[src/rtl/ctrl_pkg.sv]
// Shared definitions for the pipelined RV32I control unit: opcodes,
// control-bundle layout, the bubble constant and branch-type codes.
package ctrl_pkg;

  localparam int CTRL_W = 16;

  // Major opcodes recognised by the decoder
  localparam logic [6:0] OPC_LOAD   = 7'b0000011;
  localparam logic [6:0] OPC_STORE  = 7'b0100011;
  localparam logic [6:0] OPC_LUI    = 7'b0110111;
  localparam logic [6:0] OPC_JAL    = 7'b1101111;
  localparam logic [6:0] OPC_JALR   = 7'b1100111;
  localparam logic [6:0] OPC_OP     = 7'b0110011;
  localparam logic [6:0] OPC_OPIMM  = 7'b0010011;
  localparam logic [6:0] OPC_BRANCH = 7'b1100011;

  // Legal funct7 values for register-register ALU ops
  localparam logic [6:0] F7_BASE = 7'b0000000;
  localparam logic [6:0] F7_ALT  = 7'b0100000;

  // ALU op codes with a fixed meaning
  localparam logic [3:0] ALU_ADD = 4'b0000;
  localparam logic [3:0] ALU_SUB = 4'b1000;

  // Bit offsets of each field inside the flat 16-bit bundle
  localparam int CB_REGWRITE     = 15;
  localparam int CB_ALUOP_LSB    = 11;
  localparam int CB_LUISRC       = 10;
  localparam int CB_ALUSRC       = 9;
  localparam int CB_MEMWRITE     = 8;
  localparam int CB_MEMREAD      = 7;
  localparam int CB_MEMTOREG_LSB = 5;
  localparam int CB_JUMPPC       = 4;
  localparam int CB_JUMPCTRL     = 3;
  localparam int CB_BRANCH_LSB   = 0;

  typedef enum logic [2:0] {
    BR_NONE = 3'b000,
    BR_BEQ  = 3'b001,
    BR_BNE  = 3'b010,
    BR_BLT  = 3'b100,
    BR_BGE  = 3'b101,
    BR_BLTU = 3'b110,
    BR_BGEU = 3'b111
  } branch_e;

  typedef enum logic [1:0] {
    MTR_ALU = 2'b00,
    MTR_MEM = 2'b01,
    MTR_PC4 = 2'b10
  } memtoreg_e;

  // Field order matches the offsets above, MSB first
  typedef struct packed {
    logic       regwrite;
    logic [3:0] aluop;
    logic       luisrc;
    logic       alusrc;
    logic       memwrite;
    logic       memread;
    logic [1:0] memtoreg;
    logic       jumppc;
    logic       jumpcontrol;
    logic [2:0] branch;
  } ctrl_t;

  // A bubble never writes the register file or memory
  localparam ctrl_t BUBBLE = ctrl_t'(16'h0000);

  // Map branch funct3 to the bundle's branch-type code
  function automatic logic [2:0] branch_code(input logic [2:0] funct3);
    logic [2:0] code;
    case (funct3)
      3'b000:  code = BR_BEQ;
      3'b001:  code = BR_BNE;
      3'b100:  code = BR_BLT;
      3'b101:  code = BR_BGE;
      3'b110:  code = BR_BLTU;
      3'b111:  code = BR_BGEU;
      default: code = BR_NONE;
    endcase
    return code;
  endfunction

endpackage

[src/rtl/ctrl_decode.sv]
// Purely combinational instruction decode: opcode/funct fields in,
// control bundle, illegal flag and register-operand use flags out.
module ctrl_decode
  import ctrl_pkg::*;
#(
  parameter bit BRANCH_ALL = 1'b1
) (
  input  logic [6:0] opcode_i,
  input  logic [2:0] funct3_i,
  input  logic [6:0] funct7_i,
  output ctrl_t      ctrl_o,
  output logic       illegal_o,
  output logic       rs1_used_o,
  output logic       rs2_used_o
);

  ctrl_t raw_s;
  logic  illegal_s;

  // Per-opcode field decode and detection of unsupported encodings
  always_comb begin
    raw_s     = BUBBLE;
    illegal_s = 1'b0;
    case (opcode_i)
      OPC_LOAD: begin
        raw_s.regwrite = 1'b1;
        raw_s.aluop    = ALU_ADD;
        raw_s.alusrc   = 1'b1;
        raw_s.memread  = 1'b1;
        raw_s.memtoreg = MTR_MEM;
      end
      OPC_STORE: begin
        raw_s.aluop    = ALU_ADD;
        raw_s.alusrc   = 1'b1;
        raw_s.memwrite = 1'b1;
      end
      OPC_LUI: begin
        raw_s.regwrite = 1'b1;
        raw_s.aluop    = ALU_ADD;
        raw_s.luisrc   = 1'b1;
        raw_s.alusrc   = 1'b1;
      end
      OPC_JAL: begin
        raw_s.regwrite    = 1'b1;
        raw_s.aluop       = ALU_ADD;
        raw_s.memtoreg    = MTR_PC4;
        raw_s.jumpcontrol = 1'b1;
      end
      OPC_JALR: begin
        raw_s.regwrite    = 1'b1;
        raw_s.aluop       = ALU_ADD;
        raw_s.alusrc      = 1'b1;
        raw_s.memtoreg    = MTR_PC4;
        raw_s.jumppc      = 1'b1;
        raw_s.jumpcontrol = 1'b1;
      end
      OPC_OP: begin
        raw_s.regwrite = 1'b1;
        raw_s.aluop    = {funct7_i[5], funct3_i};
        if ((funct7_i != F7_BASE) && (funct7_i != F7_ALT)) begin
          illegal_s = 1'b1;
        end else begin
          illegal_s = 1'b0;
        end
      end
      OPC_OPIMM: begin
        // funct7[5] only selects srai vs srli; elsewhere it is immediate data
        raw_s.regwrite = 1'b1;
        raw_s.aluop    = {funct7_i[5] & (funct3_i == 3'b101), funct3_i};
        raw_s.alusrc   = 1'b1;
      end
      OPC_BRANCH: begin
        raw_s.aluop  = ALU_SUB;
        raw_s.branch = branch_code(funct3_i);
        if ((funct3_i == 3'b010) || (funct3_i == 3'b011)) begin
          illegal_s = 1'b1;
        end else if (!BRANCH_ALL && (funct3_i != 3'b001)) begin
          illegal_s = 1'b1;
        end else begin
          illegal_s = 1'b0;
        end
      end
      default: begin
        illegal_s = 1'b1;
      end
    endcase
  end

  // Operand use flags and final bundle (illegal encodings become a bubble)
  always_comb begin
    rs1_used_o = (opcode_i != OPC_LUI) && (opcode_i != OPC_JAL);
    rs2_used_o = (opcode_i == OPC_OP) || (opcode_i == OPC_STORE) ||
                 (opcode_i == OPC_BRANCH);
    if (illegal_s) begin
      ctrl_o    = BUBBLE;
      illegal_o = 1'b1;
    end else begin
      ctrl_o    = raw_s;
      illegal_o = 1'b0;
    end
  end

endmodule

[src/rtl/ctrl_pipe.sv]
// Pipelined control unit: decodes in D, carries the bundle through
// E/M/W, inserts a one-cycle bubble on load-use hazards, honours
// flush and memory hold, and counts stall cycles (saturating).
module ctrl_pipe
  import ctrl_pkg::*;
#(
  parameter int REG_AW     = 5,
  parameter bit BRANCH_ALL = 1'b1,
  parameter int CNT_W      = 16
) (
  input  logic              clk,
  input  logic              rst_n,
  input  logic [31:0]       instr_d,
  input  logic              hold_i,
  input  logic              flush_i,
  output logic [CTRL_W-1:0] ctrl_d,
  output logic              stall_d,
  output logic              illegal_d,
  output logic [CTRL_W-1:0] ctrl_e,
  output logic [CTRL_W-1:0] ctrl_m,
  output logic [CTRL_W-1:0] ctrl_w,
  output logic [REG_AW-1:0] rd_e,
  output logic [REG_AW-1:0] rd_m,
  output logic [REG_AW-1:0] rd_w,
  output logic [CNT_W-1:0]  stall_cnt
);

  ctrl_t             dec_s;
  logic              rs1_used_s;
  logic              rs2_used_s;
  logic [REG_AW-1:0] rs1_s;
  logic [REG_AW-1:0] rs2_s;
  logic [REG_AW-1:0] rd_s;
  logic              stall_s;

  ctrl_t             ctrl_e_q, ctrl_e_d;
  ctrl_t             ctrl_m_q, ctrl_m_d;
  ctrl_t             ctrl_w_q, ctrl_w_d;
  logic [REG_AW-1:0] rd_e_q, rd_e_d;
  logic [REG_AW-1:0] rd_m_q, rd_m_d;
  logic [REG_AW-1:0] rd_w_q, rd_w_d;
  logic [CNT_W-1:0]  cnt_q, cnt_d;

  // Register fields above REG_AW are ignored (RV32E support)
  assign rs1_s = instr_d[15 +: REG_AW];
  assign rs2_s = instr_d[20 +: REG_AW];
  assign rd_s  = instr_d[7 +: REG_AW];

  ctrl_decode #(
    .BRANCH_ALL (BRANCH_ALL)
  ) u_decode (
    .opcode_i   (instr_d[6:0]),
    .funct3_i   (instr_d[14:12]),
    .funct7_i   (instr_d[31:25]),
    .ctrl_o     (dec_s),
    .illegal_o  (illegal_d),
    .rs1_used_o (rs1_used_s),
    .rs2_used_o (rs2_used_s)
  );

  // Load-use hazard: a load in E feeding a used source in D; flush and hold suppress it
  always_comb begin
    stall_s = 1'b0;
    if (ctrl_e_q.memread && (rd_e_q != {REG_AW{1'b0}}) &&
        ((rs1_used_s && (rs1_s == rd_e_q)) || (rs2_used_s && (rs2_s == rd_e_q))) &&
        !flush_i && !hold_i) begin
      stall_s = 1'b1;
    end else begin
      stall_s = 1'b0;
    end
  end

  // Next state of the stage registers and counter: hold > flush > stall > advance
  always_comb begin
    ctrl_e_d = ctrl_e_q;
    ctrl_m_d = ctrl_m_q;
    ctrl_w_d = ctrl_w_q;
    rd_e_d   = rd_e_q;
    rd_m_d   = rd_m_q;
    rd_w_d   = rd_w_q;
    cnt_d    = cnt_q;
    if (hold_i) begin
      cnt_d = cnt_q;
    end else begin
      ctrl_m_d = ctrl_e_q;
      ctrl_w_d = ctrl_m_q;
      rd_m_d   = rd_e_q;
      rd_w_d   = rd_m_q;
      if (flush_i || stall_s) begin
        ctrl_e_d = BUBBLE;
        rd_e_d   = {REG_AW{1'b0}};
      end else begin
        ctrl_e_d = dec_s;
        rd_e_d   = dec_s.regwrite ? rd_s : {REG_AW{1'b0}};
      end
      if (stall_s && (cnt_q != {CNT_W{1'b1}})) begin
        cnt_d = cnt_q + {{(CNT_W-1){1'b0}}, 1'b1};
      end else begin
        cnt_d = cnt_q;
      end
    end
  end

  // Stage registers and stall counter; async reset discards everything in flight
  always_ff @(posedge clk or negedge rst_n) begin
    if (!rst_n) begin
      ctrl_e_q <= BUBBLE;
      ctrl_m_q <= BUBBLE;
      ctrl_w_q <= BUBBLE;
      rd_e_q   <= {REG_AW{1'b0}};
      rd_m_q   <= {REG_AW{1'b0}};
      rd_w_q   <= {REG_AW{1'b0}};
      cnt_q    <= {CNT_W{1'b0}};
    end else begin
      ctrl_e_q <= ctrl_e_d;
      ctrl_m_q <= ctrl_m_d;
      ctrl_w_q <= ctrl_w_d;
      rd_e_q   <= rd_e_d;
      rd_m_q   <= rd_m_d;
      rd_w_q   <= rd_w_d;
      cnt_q    <= cnt_d;
    end
  end

  assign ctrl_d    = dec_s;
  assign stall_d   = stall_s;
  assign ctrl_e    = ctrl_e_q;
  assign ctrl_m    = ctrl_m_q;
  assign ctrl_w    = ctrl_w_q;
  assign rd_e      = rd_e_q;
  assign rd_m      = rd_m_q;
  assign rd_w      = rd_w_q;
  assign stall_cnt = cnt_q;

endmodule
[config.mk]
export PLATFORM = sky130hd
export DESIGN_NAME = ctrl_pipe
export DESIGN_NICKNAME = d
export VERILOG_FILES = /design/src/rtl/ctrl_pkg.sv /design/src/rtl/ctrl_decode.sv /design/src/rtl/ctrl_pipe.sv
export SDC_FILE = /design/constraint.sdc
export NUM_CORES = 1
export LEC_CHECK = 0
export ABC_AREA = 0
export BUFFER_PORTS_ARGS = -buffer_cell sky130_fd_sc_hd__buf_2
export CAP_MARGIN = 20
export CELL_PAD_IN_SITES_DETAIL_PLACEMENT = 0
export CELL_PAD_IN_SITES_GLOBAL_PLACEMENT = 1
export CORE_UTILIZATION = 40
export DETAILED_ROUTE_END_ITERATION = 6
export PLACE_DENSITY = 0.93
export SYNTH_ARGS = -nofsm -noshare
export SYNTH_HDL_FRONTEND = slang
export SYNTH_SLANG_ARGS = --single-unit
[constraint.sdc]
create_clock -name clk -period 5.08 [get_ports clk]
set_clock_uncertainty 0.1 [all_clocks]
set_input_delay 0.762 -clock clk [delete_from_list [all_inputs] [get_ports clk]]
set_output_delay 0.762 -clock clk [all_outputs]
set_load 0.005 [all_outputs]
# [After elaboration in Yosys (flattened, before gate mapping)]
# Index checks and enable logic that the tools add are counted.
[op_classes] mux=20 n_lt_le_gt_ge=0 mul=0 shift=0 n_bitwise=2 n_addsub=1 n_eq_ne=21 div=0 n_reduce_logical=24
[ops] cell="2-to-1 mux 16 bit" count=2
[ops] cell="equality test 7 x 6 -> 1 bit, second input constant" count=3
[ops] cell="equality test 7 bit, second input constant" count=3
[ops] cell="one-hot mux 3 bit (6 select lines)" count=1
[ops] cell="adder 16 x 1 -> 16 bit, second input constant" count=1
[ops] cell="inequality test 16 bit, second input constant" count=1
[ops] cell="inequality test 7 x 6 -> 1 bit, second input constant" count=2
[ops] cell="equality test 3 bit, second input constant" count=4
[ops] cell="one-hot mux 4 bit (3 select lines)" count=1
[ops] cell="OR reduction 6 bit" count=2
[ops] cell="2-to-1 mux 1 bit" count=11
[ops] cell="equality test 5 bit" count=2
[ops] cell="2-to-1 mux 5 bit" count=2
[ops] cell="logical AND 1 bit" count=9
[ops] cell="equality test 7 x 2 -> 1 bit, second input constant" count=1
[ops] cell="equality test 7 x 5 -> 1 bit, second input constant" count=1
[ops] cell="inequality test 7 bit, second input constant" count=1
[ops] cell="nonzero test 7 bit" count=1
[ops] cell="equality test 3 x 2 -> 1 bit, second input constant" count=2
[ops] cell="logical OR 1 bit" count=5
[ops] cell="nonzero test 5 bit" count=1
[ops] cell="OR reduction 5 bit" count=1
[ops] cell="one-hot mux 2 bit (2 select lines)" count=1
[ops] cell="equality test 3 x 1 -> 1 bit, second input constant" count=1
[ops] cell="8 further kinds" count=9
[word_totals] wordCells=102 latch_bits=0 memories=0 ramBits=0 input_bits=36 register_bits=79 romBits=0

# [Depth between registers and ports, before layout]
# Gate-level depths: netlist of run 1.
[logic_depth] ltp_word=11 ltp_mapped=8 depth_no_buf=7

# [Hierarchy]
# From an unflattened synthesis of run 1, not the netlist that was laid out.
[unflattened] cells_unflattened=292 hier_area_um2=3697.3
[by_module_without_submodules] mod="ctrl_pipe" area_per_inst_um2=3264.4 cells_each=227 instances=1
[by_module_without_submodules] mod="ctrl_decode" area_per_inst_um2=432.9 cells_each=65 instances=1

# [Worst setup path after synthesis of run 1]
# OpenSTA, ideal clock, no wires.
[synth_path] path_kind="input to output" start="input instr_d[19]" end="output stall_d" cell_stages=5 setup_slack_ns=2.288 required_time_ns=4.218 arrival_ns=1.930 path_buffers=1 path_cell_list="xnor2_1 > nand3_1 > or4_4 > a21oi_4 > buf_4"
[synth_between] elab_chain_cells=7
[synth_rtl] item="start, declared" line="ctrl_pipe.sv:13" rtl="input logic [31:0] instr_d,"
[synth_rtl] item="equality test 5 bit" line="ctrl_pipe.sv:65" rtl="((rs1_used_s && (rs1_s == rd_e_q)) || (rs2_used_s && (rs2_s == rd_e_q))) &&"
[synth_rtl] item="logical AND 1 bit" line="ctrl_pipe.sv:65"
[synth_rtl] item="logical OR 1 bit" line="ctrl_pipe.sv:65"
[synth_rtl] item="logical AND 1 bit" line="ctrl_pipe.sv:64" rtl="if (ctrl_e_q.memread && (rd_e_q != {REG_AW{1'b0}}) &&"
[synth_rtl] item="logical AND 1 bit" line="ctrl_pipe.sv:65"
[synth_rtl] item="logical AND 1 bit" line="ctrl_pipe.sv:66" rtl="!flush_i && !hold_i) begin"
[synth_rtl] item="2-to-1 mux 1 bit" line="ctrl_pipe.sv:64"
[synth_rtl] item="end, declared" line="ctrl_pipe.sv:17" rtl="output logic stall_d,"
# No other way between the ends.

# [Worst setup path in the final report of run 1]
[layout_path] start="register rd_e_q[4], in the netlist rd_e[4]" end="output stall_d"
[layout_between] elab_chain_cells=7 elab_cells_between_ends=11
[layout_rtl] item="start, declared" line="ctrl_pipe.sv:39" rtl="logic [REG_AW-1:0] rd_e_q, rd_e_d;"
[layout_rtl] item="start signal, assigned" line="ctrl_pipe.sv:110" rtl="rd_e_q <= {REG_AW{1'b0}};"
[layout_rtl] item="start signal, assigned" line="ctrl_pipe.sv:118" rtl="rd_e_q <= rd_e_d;"
[layout_rtl] item="equality test 5 bit" line="ctrl_pipe.sv:65"
[layout_rtl] item="logical AND 1 bit" line="ctrl_pipe.sv:65"
[layout_rtl] item="logical OR 1 bit" line="ctrl_pipe.sv:65"
[layout_rtl] item="logical AND 1 bit *" line="ctrl_pipe.sv:64"
[layout_rtl] item="logical AND 1 bit *" line="ctrl_pipe.sv:65"
[layout_rtl] item="logical AND 1 bit *" line="ctrl_pipe.sv:66"
[layout_rtl] item="2-to-1 mux 1 bit *" line="ctrl_pipe.sv:64"
# Mark *: on every way between the ends. The rest lies on a longest branch, timed or not.

==> results of run 1 <==
## cells in the mapped netlist, types with 2 or more instances
cell / n
a22o_1: 18
nand2b_1: 2
buf_2: 2
buf_4: 9
inv_1: 4
nor3_1: 6
a21oi_1: 7
nor4_1: 3
nand4_1: 8
nand4b_1: 2
and3_1: 10
buf_1: 3
dfrtp_1: 73
xnor2_1: 18
clkbuf_1: 9
or3_1: 2
a21o_1: 2
and2_1: 4
mux2_2: 39
nand3_1: 11
nor2_1: 10
nand2_1: 9
a211oi_1: 3
and4_1: 2
xor2_1: 8
a31oi_1: 2
## power groups by stage
stage | Clock (mW) | Combinational [mW] | Sequential, mW
global placement | 0 | 0.0744 | 0.598
floorplan | 0 | 0.0351 | 0.598
finish | 0.513 | 0.0752 | 0.587
CTS | 0.526 | 0.0764 | 0.587
detailed placement | 0 | 0.0761 | 0.598
global route | 0.550 | 0.0841 | 0.587
## area by class of cell
cell class	instances	share of cell area, %
inverter	4	0.3506
tap	105	3.067
clock buffer	9	2.892
sequential	73	42.65
clock inverter	7	2.366
multi-input combinational	180	33.01
timing repair buffer	133	15.66
## layer usage
layer / global-route usage [%] / vias to the layer above / share of wire (%)
met3: 4.531 / 14 / 4.2
met2: 31.57 / 70 / 49
met4: 7.821 / 2 / 2.1
li1: - / 1250 / -
met5: 0 / - / 0.16
met1: 24.36 / 1308 / 44
## flip-flops by register name, summed over array words and instances, names as in the netlist
register	cells
rd_e	5
rd_m	5
ctrl_w	14
stall_cnt	16
ctrl_e	14
ctrl_m	14
rd_w	5
## worst max-delay path, stage by stage, from the launching register on
cell     delay, ps
dfrtp_1        470
xnor2_1        180
nand3_1        100
or4_4          550
a21oi_4        460
buf_2          210
## how the worst min path moves through the flow
| stage | endpoint | slack, ps | startpoint | cells past startpoint |
|---|---|---|---|---|
| after floorplan | ctrl_e[0]$_DFFE_PN0N_ | 370 | rst_n | 0 |
| after global placement | stall_cnt[5]$_DFFE_PN0P_ | 370 | stall_cnt[5]$_DFFE_PN0P_ | 1 |
| after detailed placement | stall_cnt[5]$_DFFE_PN0P_ | 380 | stall_cnt[5]$_DFFE_PN0P_ | 1 |
| after CTS | stall_cnt[5]$_DFFE_PN0P_ | 400 | stall_cnt[5]$_DFFE_PN0P_ | 1 |
| after global routing | stall_cnt[15]$_DFFE_PN0P_ | 420 | stall_cnt[15]$_DFFE_PN0P_ | 1 |
| final | stall_cnt[5]$_DFFE_PN0P_ | 390 | stall_cnt[5]$_DFFE_PN0P_ | 1 |
## kinds of logic (layout without fill, tap and decap cells)
kind of cell	after synthesis	in the layout	share of synthesized area [%]
adders and majority gates	1	1	0.3703
xor gates and xnor gates	26	26	6.741
buffers and inverters	27	153	4.074
and+or+nand+nor	76	76	12.93
DFF	73	73	54.07
AOI/OAI and AO/OA	38	38	8.815
muxes	39	39	13.00
## metrics by stage
step | cell area [sq um] | power (mW) | setup WS [ps]
2_1_floorplan | 3378 | 0.6335 | 2288
5_1_grt | 4283 | 1.221 | 1759
3_5_place_dp | 4058 | 0.6745 | 1903
4_1_cts | 4283 | 1.189 | 1886
6_report | 4283 | 1.175 | 1895
3_3_place_gp | 4058 | 0.6726 | 1923
==> impl_metrics.tcl, run 1 <==
set metrics [dict create \
    status "complete, no violations" \
    insertion_delay_ps 340 \
    synth_area_leaders "dfrtp_1 (54%), mux2_2 (13%), a22o_1 (4.7%)" \
    min_path_type "register to register" \
    worstPathArrival_ps 2320 \
    io_buffer_count 132 \
    pin_count 133 \
    cp-end-kind "primary output" \
    nets 438 \
    cts-buffers-inserted 9 \
    fin_crit_sh_pct 62.69 \
    p_per_area_nw_per_um2 274.3 \
    clock.fmax_mhz 314.0 \
    synth.distinct_cells 40 \
    finalHoldViolCount 0 \
    fin_util_pct 52.39 \
    drc 0 \
    endpoint "stall_d" \
    instances_no_fill 511 \
    start_util_pct 41.32 \
    dp_hpwl_mm 5.896 \
    cts_setup_buffers 0 \
    criticalPathCategory "register to primary output" \
    postSynthCellCount 280 \
    core-area_sq_um 8175 \
    cts_root_buf "clkbuf_8" \
    post_cts_resized 0 \
    startpoint "rd_e[4]$_DFFE_PN0N_" \
    combPwrFrac_pct 6.4 \
    p_clk_share_pct 43.7 \
    setup_violations 0 \
    rsz0062_at_grt "no" \
    grt_pass1_wl_mm 12.81 \
    cts.htree.levels 3 \
    swShare_pct 23.83 \
    die_width_um 93.90 \
    syn_avg_cell_area_sq_um 12.07 \
    fillers 742 \
    vias_per_cell 5.174 \
    place.gp.congestion 0.8437 \
    antenna_found_initial 1 \
    r2r_slack_ps 2450 \
    synth_edf_count 0 \
    dr.pass1.iters 4 \
    ys_seq_area_share_pct 54.07 \
    start_kind "register" \
    synthesis.area_sq_um 3378 \
    worst_pin_slew_ps 976.9 \
    num_rows 33 \
    mostFrequentLayoutCell "buf_2" \
    path_clk_slew_ps 80 \
    grt_overflow_total 0 \
    dr.first_iter.drc_count 162 \
    die_y_um 93.90 \
    tns_ps 0 \
    rr_worst_depth 5 \
    drive_gt1_share_pct 47.29 \
    cap_violations 0 \
    synth_flop_cell "dfrtp_1" \
    cts.path.max_buffers 2 \
    p_leak_nw 2.390 \
    cts_tree "built" \
    p_int_mw 0.8950 \
    fin_hold_ws_ps 393.1 \
    ant_nets 0 \
    antenna_cells 0 \
    crit_required_ps 4220 \
    slew_headroom_pct 34.52 \
    multi_input_area_sq_um 1414 \
    power_frac_seq_pct 49.9 \
    area_growth_pct 26.78 \
    wire_per_inst_um 16.06 \
    grt_max_degree 74 \
    fin_crit_ps 3185 \
    r2r_start "rd_e[1]$_DFFE_PN0N_" \
    synth_warnings 0 \
    peakVddDrop_mv 0.1028 \
    first_global_vias 2497 \
    crit_path_max_fanout 18 \
    yosys.area.top_type "dfrtp_1" \
    power.switching_mw 0.2800 \
    synthArstFlopShare_pct 100.0 \
    synth-seq-cells 73 \
    dieArea_sq_um 8817 \
    dp_cells 495 \
    num_vias 2644 \
    seqCellArea_sq_um 1827 \
    wl_mm 8.208 \
    synth_nets 317 \
    r2r_end "ctrl_e[2]$_DFFE_PN0N_" \
    cts_sinks 73 \
    grt.total_usage_pct 19.24 \
    maxSlewViolCount 0 \
    hold_buffers 0 \
    yosys.area.top_type_share_pct 54.07 \
    final_cell_mix "buf_2 (131), dfrtp_1 (73), mux2_2 (39), xnor2_1 (18), a22o_1 (18)" \
]
No activity file was read; power rests on OpenSTA's default activity.
==> run 2: changes to the inputs <==
--- a/config.mk
+++ b/config.mk
@@ -10,9 +10,9 @@
 export CAP_MARGIN = 20
 export CELL_PAD_IN_SITES_DETAIL_PLACEMENT = 0
 export CELL_PAD_IN_SITES_GLOBAL_PLACEMENT = 1
-export CORE_UTILIZATION = 40
+export CORE_UTILIZATION = 33
 export DETAILED_ROUTE_END_ITERATION = 6
-export PLACE_DENSITY = 0.93
+export PLACE_DENSITY = 0.83
 export SYNTH_ARGS = -nofsm -noshare
 export SYNTH_HDL_FRONTEND = slang
 export SYNTH_SLANG_ARGS = --single-unit
==> constraint.sdc (replaced) <==
create_clock -name clk -period 2.89 [get_ports clk]
set_clock_uncertainty 0.1 [all_clocks]
set_input_delay 0.4335 -clock clk [delete_from_list [all_inputs] [get_ports clk]]
set_output_delay 0.4335 -clock clk [all_outputs]
set_load 0.005 [all_outputs]
==> run 2 against run 1 <==
Compared with the run above:
- non-clock buffer count rose by 5
- wire length up 2.4%
- count of clock-buffer cells in the layout is 2 higher
- largest cell class unchanged
==> impl_metrics.tcl, run 2 (synthesis gave the netlist of run 1 again) <==
set metrics [dict create \
    drive_gt1_share_pct 47.93 \
    min_path_type "primary input to asynchronous set/reset pin" \
    path_buf_inv 1 \
    cts_tree "built" \
    fillers 919 \
    mostFrequentLayoutCell "buf_2" \
    antenna_cells 0 \
    grt_busiest_layer "met2" \
    dp_hpwl_mm 6.154 \
    multi_input_area_sq_um 1414 \
    path_clk_slew_ps 70 \
    crit_slowest_cell "or4_4" \
    worstPathArrival_ps 2210 \
    insertion_delay_ps 360 \
    wl_mm 8.408 \
    cts_sinks 73 \
    seqCellArea_sq_um 1827 \
    fin_util_pct 43.71 \
    post_cts_resized 0 \
    status "complete, no violations" \
    grt_pass1_wl_mm 12.87 \
    tns_ps 0 \
    die_width_um 103.2 \
    p_leak_nw 2.401 \
    nets 443 \
    cp-end-kind "primary output" \
    grt_max_degree 74 \
    cpPeakStageDelay_ps 560 \
    wire_per_inst_um 15.46 \
    dr.pass1.iters 4 \
    grt_overflow_total 0 \
    io_buffer_count 132 \
    setup_violations 0 \
    path_cells "xnor2_1 -> nand3_1 -> or4_4 -> a21oi_4 -> buf_2" \
    fin_crit_sh_pct 95.06 \
    grt_use_met2_pct 26.31 \
    dr.first_iter.drc_count 98 \
    r2r_slack_ps 270 \
    num_rows 36 \
    num_vias 2634 \
    antenna_found_initial 1 \
    criticalPathCategory "register to primary output" \
    crit_path_max_fanout 13 \
    worst_pin_slew_ps 909.6 \
    clock.fmax_mhz 364.0 \
    rsz0062_at_grt "no" \
    finalHoldViolCount 0 \
    ant_nets 0 \
    met1_usage_pct 20.43 \
    placedInstanceArea_sq_um 4100 \
    pin_count 133 \
    largest_reg_flops 16 \
    cts-buffers-inserted 9 \
    first_global_vias 2573 \
    area_growth_pct 27.63 \
    slew_headroom_pct 39.03 \
    drc 0 \
    cap_violations 0 \
    stdcell_area_sq_um 4312 \
    grt.total_usage_pct 16.47 \
    cts_root_buf "clkbuf_8" \
    core-area_sq_um 9864 \
    vias_per_cell 4.842 \
    start_util_pct 34.25 \
    cts.htree.levels 3 \
    die_y_um 103.2 \
    place.gp.congestion 0.7784 \
    critPathTopFamily "simple AND/OR/NAND/NOR gates" \
    cts.path.max_buffers 2 \
    start_kind "register" \
    peakVddDrop_mv 0.1788 \
    p_per_area_nw_per_um2 439.9 \
    final_cell_mix "buf_2 (131), dfrtp_1 (73), mux2_2 (39), xnor2_1 (18), a22o_1 (18)" \
    fin_crit_ps 2747 \
    use_met3_pct 3.629 \
    crit_required_ps 2360 \
    maxSlewViolCount 0 \
    dieArea_sq_um 10650 \
]
-- run 2: changes by cell type in the layout (fill, tap and decap cells not counted), sizes merged --
cell	delta
inv	-3
buf	+5
clkinv	+3
bufinv	-2
clkbuf	+2
-- run 2: cell type report --
type	instances	area share (%)
clock inverters	5	0.6965
flip-flops and latches	73	42.37
multi-input cells	180	32.79
inverters	4	0.3482
well taps	133	3.860
clock buffers	11	3.511
repair buffers	138	16.42
-- run 2: path summary, 6_finish.rpt --
check                                     startpoint                   endpoint  depth (start not counted)
setup / recovery                 rd_e[3]$_DFFE_PN0N_                    stall_d                          5
hold / removal                                 rst_n        rd_w[2]$_DFFE_PN0N_                          1
setup reg to reg                 rd_e[2]$_DFFE_PN0N_      ctrl_e[5]$_DFFE_PN0N_                          6
hold reg to reg            stall_cnt[15]$_DFFE_PN0P_  stall_cnt[15]$_DFFE_PN0P_                          1
max in group asynchronous                      rst_n   stall_cnt[9]$_DFFE_PN0P_                          1
min in group clk                          instr_d[7]        rd_e[0]$_DFFE_PN0N_                          2
-- run 2: power by group --
part	total, mW	switching [mW]	leakage, nW	internal (mW)
logic	0.132	0.0800	1.29	0.0523
clock network	0.733	0.379	0.0911	0.353
registers	1.03	0.00485	1.02	1.03
total	1.90	0.464	2.40	1.43
-- run 2: worst reg2reg max path, delay by kind of cell (launching register included) --
kind / cells / cell delay [ps]
buf+inv: 1 / 160
simple gates: 2 / 1210
flops: 1 / 460
compound gates: 3 / 620
-- run 2: routing by layer --
metal  routed length [um]  part of all wire, %  vias up
met2                 4121                   49       74
li1                     -                    -     1262
met4                  219                  2.6        0
met5                    0                    0        -
met1                 3645                   43     1281
met3                  422                  5.0       17
-- run 2: what timing repair did --
action	CTS	global route
buffers inserted	0	4
hold buffers	0	0
hold endpoints to repair	0	0
endpoints found under the setup margin	0	1
-- run 2: metrics by stage --
| step | hold WS, ps | power (mW) | instances | setup WS (ps) |
|---|---|---|---|---|
| 2_1_floorplan | 37.91 | 1.114 | 280 | 708.2 |
| 3_3_place_gp | 380.1 | 1.184 | 524 | 227.9 |
| 3_5_place_dp | 386.9 | 1.187 | 524 | 159.9 |
| 4_1_cts | 135.7 | 1.923 | 540 | 10.49 |
| 5_1_grt | 162.8 | 1.990 | 544 | 43.09 |
| 6_report | 89.78 | 1.897 | 544 | 142.9 |
==> run 3: changes to the inputs <==
--- a/config.mk
+++ b/config.mk
@@ -6,11 +6,12 @@
 export NUM_CORES = 1
 export LEC_CHECK = 0
 export ABC_AREA = 0
-export BUFFER_PORTS_ARGS = -buffer_cell sky130_fd_sc_hd__buf_2
+export BUFFER_PORTS_ARGS = -buffer_cell sky130_fd_sc_hd__buf_4
 export CAP_MARGIN = 20
 export CELL_PAD_IN_SITES_DETAIL_PLACEMENT = 0
 export CELL_PAD_IN_SITES_GLOBAL_PLACEMENT = 1
 export CORE_UTILIZATION = 33
+export CTS_CLUSTER_DIAMETER = 30
 export DETAILED_ROUTE_END_ITERATION = 6
 export PLACE_DENSITY = 0.83
 export SYNTH_ARGS = -nofsm -noshare
==> run 3 against run 2 <==
Compared with the run above:
- utilization up 3.6 points
- cell area up 8.3%
- largest cell class unchanged
- flip-flop and latch count unchanged
- sequential power about the same
- fmax up 4.4%
- critical path depth unchanged
- sequential share of layout area down 3.2 points
==> impl_metrics.tcl, run 3 (synthesis gave the netlist of run 1 again) <==
set metrics [dict create \
    antenna_found_initial 0 \
    cts.path.max_buffers 2 \
    p_leak_nw 2.428 \
    dr.first_iter.drc_count 98 \
    cap_violations 0 \
    grt.total_usage_pct 16.51 \
    fin_crit_sh_pct 91.05 \
    num_rows 36 \
    peakVddDrop_mv 0.2533 \
    criticalPathCategory "register to primary output" \
    maxSlewViolCount 0 \
    status "complete, no violations" \
    num_vias 2664 \
    wire_per_inst_um 15.98 \
    start_kind "register" \
    clock.fmax_mhz 380.0 \
    mostFrequentLayoutCell "buf_4" \
    insertion_delay_ps 340 \
    cts.htree.levels 3 \
    worstPathArrival_ps 2100 \
    slew_headroom_pct 38.49 \
    pin_count 133 \
    worst_pin_slew_ps 922.7 \
    startpoint "rd_e[3]$_DFFE_PN0N_" \
    crit_slowest_cell "or4_4" \
    antenna_cells 0 \
    core-area_sq_um 9864 \
    setup_violations 0 \
    io_buffer_count 132 \
    cpPeakStageDelay_ps 560 \
    post_cts_resized 0 \
    instances_no_fill 542 \
    crit_required_ps 2360 \
    final_cell_mix "buf_4 (137), dfrtp_1 (73), mux2_2 (39), xnor2_1 (18), a22o_1 (18)" \
    crit_path_max_fanout 7 \
    ant_nets 0 \
    dp_hpwl_mm 6.321 \
    cp-end-kind "primary output" \
    start_util_pct 34.25 \
    rsz0062_at_grt "no" \
    dp_cells 524 \
    dieArea_sq_um 10650 \
    cts-buffers-inserted 9 \
    cts_sinks 73 \
    place_ws_ps 248.7 \
    r2r_slack_ps 290 \
    rr_worst_depth 6 \
    grt_pass1_wl_mm 13.13 \
    die_y_um 103.2 \
    grt_max_degree 74 \
    drc 0 \
    first_global_vias 2577 \
    fin_util_pct 47.32 \
    finalHoldViolCount 0 \
    wl_mm 8.659 \
    path_clk_slew_ps 80 \
    finalWorstSetupSlack_ps 258.5 \
    critPathTopFamily "simple AND/OR/NAND/NOR gates" \
    fin_hold_ws_ps 123.3 \
    area_growth_pct 38.19 \
    place.gp.congestion 0.7883 \
    drive_gt1_share_pct 47.68 \
    cts_tree "built" \
    hold_buffers 0 \
    tns_ps 0 \
    min_path_type "primary input to asynchronous set/reset pin" \
    die_width_um 103.2 \
    largest_reg_flops 16 \
    r2r_start "rd_e[1]$_DFFE_PN0N_" \
    path_depth 5 \
    vias_per_cell 4.915 \
    grt_overflow_total 0 \
    cts_root_buf "clkbuf_8" \
    fin_crit_ps 2631 \
    path_cells "xnor2_1 -> nand3_1 -> or4_4 -> a21oi_4 -> buf_4" \
    dr.pass1.iters 4 \
    path_buf_inv 1 \
    endpoint "stall_d" \
    nets 442 \
    p_per_area_nw_per_um2 439.2 \
    r2r_end "ctrl_e[6]$_DFFE_PN0N_" \
]
-- run 3: what timing repair did --
item                                    4_1_cts  5_1_grt
pin swaps                                     1        1
endpoints found under the setup margin        1        1
gates cloned                                  0        0
setup buffers                                 0        3
-- run 3: layer usage --
| metal | routed length [um] | global-route usage (%) | vias to the layer above |
|---|---|---|---|
| met3 | 437 | 4.637 | 9 |
| met1 | 3751 | 20.57 | 1316 |
| li1 | - | - | 1269 |
| met5 | 0 | 0 | - |
| met2 | 4327 | 27.54 | 70 |
| met4 | 143 | 5.742 | 0 |
-- run 3: worst min path at each step --
stage / slack, ps / to / from
4_1_cts: 160 / rd_w[2]$_DFFE_PN0N_ / rst_n
3_5_place_dp: 390 / stall_cnt[14]$_DFFE_PN0P_ / stall_cnt[14]$_DFFE_PN0P_
2_1_floorplan: 40 / ctrl_e[0]$_DFFE_PN0N_ / rst_n
6_report: 120 / rd_m[2]$_DFFE_PN0N_ / rst_n
5_1_grt: 180 / rd_e[4]$_DFFE_PN0N_ / instr_d[11]
3_3_place_gp: 380 / stall_cnt[5]$_DFFE_PN0P_ / stall_cnt[5]$_DFFE_PN0P_
-- run 3: cell type report --
cell class	instances	area (sq um)
clock inverter	5	80.08
tap	133	166.4
clock buffer	10	137.6
sequential	73	1827
fill	928	5196
multi-input combinational	180	1414
timing repair buffer	137	1028
inverter	4	15.01
-- run 3: power breakdown --
part           leakage (nW)  switching, mW  internal (mW)
logic                  1.30         0.0818         0.0697
clock network         0.104          0.363          0.503
registers              1.02        0.00544           1.03
-- run 3: per-stage QoR --
step	area [sq um]	total power [mW]
finish	4668	2.050
global route	4668	2.137
CTS	4646	2.083
detailed placement	4428	1.206
global placement	4428	1.203
floorplan	3378	1.114
